**src/rtl/pitch_mix_out.sv**
```systemverilog
`default_nettype none
// ============================================================================
// Module      : pitch_mix_out
// Description : Dry/wet output mixer for the pitch shifter. The wet coefficient
//               ramps on each accepted sample so that effect changes are
//               click-free.
// Revision    : 1.0 - initial release
// ============================================================================
module pitch_mix_out #(
    parameter int DATA_W    = 32,
    parameter int RAMP_STEP = 1
) (
    input  logic              Clk,
    input  logic              reset,
    input  logic [DATA_W-1:0] dry_in,
    input  logic [DATA_W-1:0] wet_in,
    input  logic              in_valid,
    output logic              in_ready,
    input  logic              effect_en,
    input  logic [8:0]        mix_target,
    output logic [DATA_W-1:0] data_out,
    output logic              out_valid,
    input  logic              out_ready,
    output logic              ramping
);

    localparam int c_PROD_W = DATA_W + 10;
    localparam int c_SUM_W  = c_PROD_W + 1;
    localparam logic [8:0] c_STEP = 9'(RAMP_STEP);
    localparam logic [8:0] c_FULL = 9'd256;
    localparam logic signed [c_SUM_W-1:0] c_MAX = c_SUM_W'({1'b0, {(DATA_W-1){1'b1}}});
    localparam logic signed [c_SUM_W-1:0] c_MIN = ~c_MAX;

    typedef enum logic [1:0] {
        ST_BYPASS = 2'd0,
        ST_MIX    = 2'd1,
        ST_RAMP   = 2'd2
    } state_t;

    state_t                      r_state;
    logic [8:0]                  r_m;
    logic [8:0]                  w_m_next;
    logic [8:0]                  w_tgt;
    logic                        w_adv;
    logic                        w_accept;
    logic                        r_s1_valid;
    logic signed [c_PROD_W-1:0]  r_p_d;
    logic signed [c_PROD_W-1:0]  r_p_w;
    logic signed [c_PROD_W-1:0]  w_prod_d;
    logic signed [c_PROD_W-1:0]  w_prod_w;
    logic signed [9:0]           w_coef_w;
    logic signed [9:0]           w_coef_d;
    logic signed [c_SUM_W-1:0]   w_sum;
    logic signed [c_SUM_W-1:0]   w_shift;
    logic [DATA_W-1:0]           w_sat;
    logic [DATA_W-1:0]           r_data_out;
    logic                        r_out_valid;

    assign w_adv    = ~r_out_valid | out_ready;
    assign in_ready = w_adv;
    assign w_accept = in_valid & w_adv;

    assign w_tgt = effect_en ? ((mix_target > c_FULL) ? c_FULL : mix_target) : 9'd0;

    // The ramp never overshoots tgt, so m always stays inside 0..256.
    always_comb begin
        w_m_next = r_m;
        if (w_accept) begin
            if (w_tgt > r_m) begin
                if ((w_tgt - r_m) <= c_STEP) w_m_next = w_tgt;
                else                         w_m_next = r_m + c_STEP;
            end else if (w_tgt < r_m) begin
                if ((r_m - w_tgt) <= c_STEP) w_m_next = w_tgt;
                else                         w_m_next = r_m - c_STEP;
            end
        end
    end

    always_ff @(posedge Clk or posedge reset) begin
        if (reset) begin
            r_m     <= 9'd0;
            r_state <= ST_BYPASS;
        end else begin
            r_m <= w_m_next;
            if (w_m_next != w_tgt)  r_state <= ST_RAMP;
            else if (w_tgt == 9'd0) r_state <= ST_BYPASS;
            else                    r_state <= ST_MIX;
        end
    end

    assign ramping = (r_state == ST_RAMP);

    assign w_coef_w = signed'({1'b0, r_m});
    assign w_coef_d = 10'sd256 - w_coef_w;
    assign w_prod_d = c_PROD_W'(signed'(dry_in)) * c_PROD_W'(w_coef_d);
    assign w_prod_w = c_PROD_W'(signed'(wet_in)) * c_PROD_W'(w_coef_w);

    assign w_sum   = c_SUM_W'(r_p_d) + c_SUM_W'(r_p_w) + c_SUM_W'(128);
    assign w_shift = w_sum >>> 8;

    always_comb begin
        if (w_shift > c_MAX)      w_sat = c_MAX[DATA_W-1:0];
        else if (w_shift < c_MIN) w_sat = c_MIN[DATA_W-1:0];
        else                      w_sat = w_shift[DATA_W-1:0];
    end

    always_ff @(posedge Clk or posedge reset) begin
        if (reset) begin
            r_s1_valid  <= 1'b0;
            r_p_d       <= '0;
            r_p_w       <= '0;
            r_out_valid <= 1'b0;
            r_data_out  <= '0;
        end else if (w_adv) begin
            r_s1_valid <= w_accept;
            if (w_accept) begin
                r_p_d <= w_prod_d;
                r_p_w <= w_prod_w;
            end
            r_out_valid <= r_s1_valid;
            if (r_s1_valid) r_data_out <= w_sat;
        end
    end

    assign data_out  = r_data_out;
    assign out_valid = r_out_valid;

endmodule
`default_nettype wire

```
**config.mk**
```make
export PLATFORM = sky130hd
export DESIGN_NAME = pitch_mix_out
export DESIGN_NICKNAME = d
export VERILOG_FILES = /design/src/rtl/pitch_mix_out.sv
export SDC_FILE = /design/constraint.sdc
export NUM_CORES = 2
export LEC_CHECK = 0
export ABC_CLOCK_PERIOD_IN_PS = 9100
export CAP_MARGIN = 0
export CORE_MARGIN = 1
export CORE_UTILIZATION = 65
export CTS_CLUSTER_DIAMETER = 30
export CTS_CLUSTER_SIZE = 25
export DETAILED_ROUTE_END_ITERATION = 7
export PLACE_DENSITY = 0.83
export SYNTH_ARGS = -nofsm -noshare
export SYNTH_HDL_FRONTEND = slang
export SYNTH_SLANG_ARGS = --single-unit
```
**constraint.sdc**
```tcl
create_clock -name Clk -period 9.1 [get_ports Clk]
set_clock_uncertainty 0.05 [all_clocks]
set_input_delay 2.275 -clock Clk [delete_from_list [all_inputs] [get_ports Clk]]
set_output_delay 2.275 -clock Clk [all_outputs]
set_load 0.01 [all_outputs]
```
==> summary.md <==
| Metric | Value |
|---|---|
| Outcome | `completed` |
| Asr flop ratio synth | `100%` |
| Post-layout min period | `between 8 and 9 ns` |
| Slowest cell on the critical path | `clkdlybuf4s50_1` |
| Wire per inst | `~18 microns` |
| Crit-path cells | `clkdlybuf4s50_1 > and2_1 > fa_1 > inv_1 > fa_1 > inv_1 > fa_1 > fa_1 > inv_1 > fa_1 > inv_1 > ha_1 > a2111oi_0 > o21ai_0 > a41oi_2 > o41ai_1 > a311o_1 > a21oi_2 > o21ai_0 > a221oi_1 > xnor2_1 > o21ai_1` |
| Number of max-cap violations | `0` |
| Final ANT Viol Nets | `0` |
| Overflow left after global routing | `0` |
| Largest family of logic cells by synthesized area | `adder cells` |
| Mapped Cells | `approximately 3500` |
| Setup TNS | `0 ns` |
| Most used routing layer | `met2` |
| Crit start category | `input port` |
| Worst-Skew Late Latency | `around 0.45 ns` |
| CTS tree | `built` |
| Post-synthesis mux area share | `less than 1%` |
| IO Count | `113` |
| CTS sink cnt | `129` |
| M3 GR Usage | `under 10%` |
| Routability congestion estimate | `around 0.93` |
| # setup viols final | `0` |
| Tcrit/Tclk final | `94.9%` |
| Synth-to-layout area growth | `7.30%` |
| Top-count cell post-synth | `inv_1` |
| Most used DFF post-synth | `dfrtp_1` |
| Clock transition at path regs | `~0.06 ns` |
| Worst path bufs/invs | `5` |
| Routed WL | `73.3 mm` |
| Total GRT Usage | `approximately a third` |
| Synth cell types | `85` |
| Filler cells | `between 3000 and 4000` |
| Yosys top cell area share | `between 30% and 40%` |
| First-pass GRT wire length | `around 120 mm` |
| Synth Area in Adders | `~46%` |
| Die area | `46800 sq um` |
| DR iter-0 viols | `~1800` |
| Vias in the first global route | `around 26000` |
| GR Util met1 | `a little over 40%` |
| Final Hold Viols | `0` |
| Area of the multi-input gates | `about 24000 sq um` |
| Fmax | `between 0.1 and 0.15 GHz` |
| Row Count | `78` |
| CP Max Fanout | `10` |
| Met2 Use GR | `57.2%` |
| CP required | `roughly 9.3 ns` |
| Chip Width | `roughly 220 microns` |
| Critical Path AT | `8.86 ns` |
| Critical path class | `input port to register` |
| Nets | `4341` |
| H-Tree Depth | `4` |
| FF/Latch Area | `roughly 3200 sq um` |
| Share of cells above drive strength 1 | `roughly 3.5%` |
| Ant. Diodes | `0` |
| Antenna violations before repair | `1` |
| Worst relative slew slack | `between 30% and 40%` |
| Drt drc | `0` |
| Ranking of synthesized cells by area | `fa_1, ha_1, dfrtp_1` |
| Synth Area in Compound Gates | `a little under an eighth` |
| Fin. max-slew vios | `0` |
| CORE AREA | `45400 sq um` |
| Crit path capture type | `register` |
| Yosys warns | `0` |
| DR vias | `roughly 24000` |
| Post-synthesis sequential area ratio | `about 11%` |
| Hpwl dp | `59.5 mm` |
| CP max stage delay | `between 0.6 and 0.7 ns` |
| CTS Buf Count | `17` |
| Largest net degree at the start of global routing | `about 110` |
| Most common cell on crit path | `fa_1` |
| Buffers on Ports | `about 110` |
| Chip Height | `about 220 microns` |
| Worst slew pin tran | `about 0.95 ns` |
| Syn Nets | `between 4000 and 5000` |
| Avg Inst Size Synth | `about 8.6 sq um` |
| Vias per cell | `about 5.9` |
| Post-Syn Area | `roughly 30000 sq um` |
| Buffer levels on the longest clock path | `2` |
| EDFF count, synth | `0` |
| Xor/xnor share of the synthesized area | `under 10%` |
| RSZ-0062 raised after global routing | `no` |
| Effective utilization at floorplan | `between 60% and 70%` |
| HP Class | `register to register` |
| CTS root buffer | `clkbuf_16` |
| TritonRoute pass-1 iters | `6` |
| Synth Area in Simple Gates | `~18%` |
| Yosys reg bits | `about 130` |
| Area leader, netlist | `fa_1` |
| Most frequent cells after synthesis | `inv_1, fa_1, nand2_1, and2_1, ha_1` |
| CP top delay family | `adder cells` |
-- flip-flops by register name, summed over array words and instances (netlist names) --
register and count:
r_m 9, out_valid 1, r_state 2, r_p_d 42, r_p_w 42, r_s1_valid 1
data_out 32
-- layer usage --
layer / up-vias / wire, microns / part of all wire (%)
met1: 12000 / 29100 / 40
met3: 232 / 3860 / 5.3
met4: 0 / 3650 / 5.0
met2: 878 / 36700 / 50
met5: - / 0 / 0
li1: 10900 / - / -
-- tightest hold or removal path: stages (launching register included) --
cell     delay (ns)
dfrtp_1        0.34
inv_1          0.05
nand2_1        0.04
-- logic make-up (layout without fill, tap and decap cells) --
group | after synthesis | after routing
AND/OR/NAND/NOR | 1070 | 1070
AO/OA/AOI/OAI | 543 | 543
flip-flops | 129 | 129
buffers and inverters | 789 | 822
XOR/XNOR | 133 | 133
multiplexers | 9 | 9
adder cells (fa/ha/maj) | 785 | 785
-- path summary, 6_finish.rpt --
kind | slack [ns] | cells after the start | to | startpoint
worst min-delay path | 0.41 | 2 | out_valid | r_s1_valid
worst min register to register | 0.41 | 2 | out_valid | r_s1_valid
min in group asynchronous | 2.22 | 2 | r_p_d[1] | reset
worst max-delay path | 0.47 | 22 | r_p_d[40] | dry_in[4]
worst max register to register | 0.76 | 26 | r_p_d[40] | r_m[0]
max in group asynchronous | 5.36 | 3 | r_m[2] | reset
-- area by class of cell --
cell class,count,share of cell area [%]
Multi-Input combinational cell,2540,73.8
Sequential cell,129,10.1
Inverter,641,7.52
Timing Repair Buffer,149,4.40
Tap cell,600,2.34
Clock buffer,18,1.34
Clock inverter,14,0.488
-- repair_timing --
| action | 4_1_cts | 5_1_grt |
|---|---|---|
| gates resized for setup | 0 | 1 |
| buffers inserted | 0 | 0 |
| hold buffers | 0 | 0 |
| setup endpoints to repair | 0 | 1 |
-- cell usage in the layout (no fill, tap or decap), types with 50 or more instances in the layout --
master           count
inv_1              639
nand2_1            452
a21oi_1            162
and2_1             301
nor2_1             110
xnor2_1             77
o21ai_0            157
ha_1               282
clkdlybuf4s50_1    112
a21o_1              50
dfrtp_1            128
fa_1               503
-- metrics by stage --
step / util, % / hold WS [ns] / setup slack (ns) / std cells / area (sq um)
floorplan: - / 0.378 / 1.06 / 3458 / 29900
global placement: 69.3 / 0.391 / 0.275 / 4059 / 31500
detailed placement: 69.3 / 0.404 / 0.0516 / 4059 / 31500
CTS: 70.6 / 0.409 / 0.496 / 4091 / 32000
global route: 70.6 / 0.438 / 0.0393 / 4091 / 32000
finish: 70.6 / 0.408 / 0.467 / 4091 / 32000
Power is left out: the tool's default activity adds up to more than one toggle a clock period on the data nets, which glitch-free logic cannot reach.
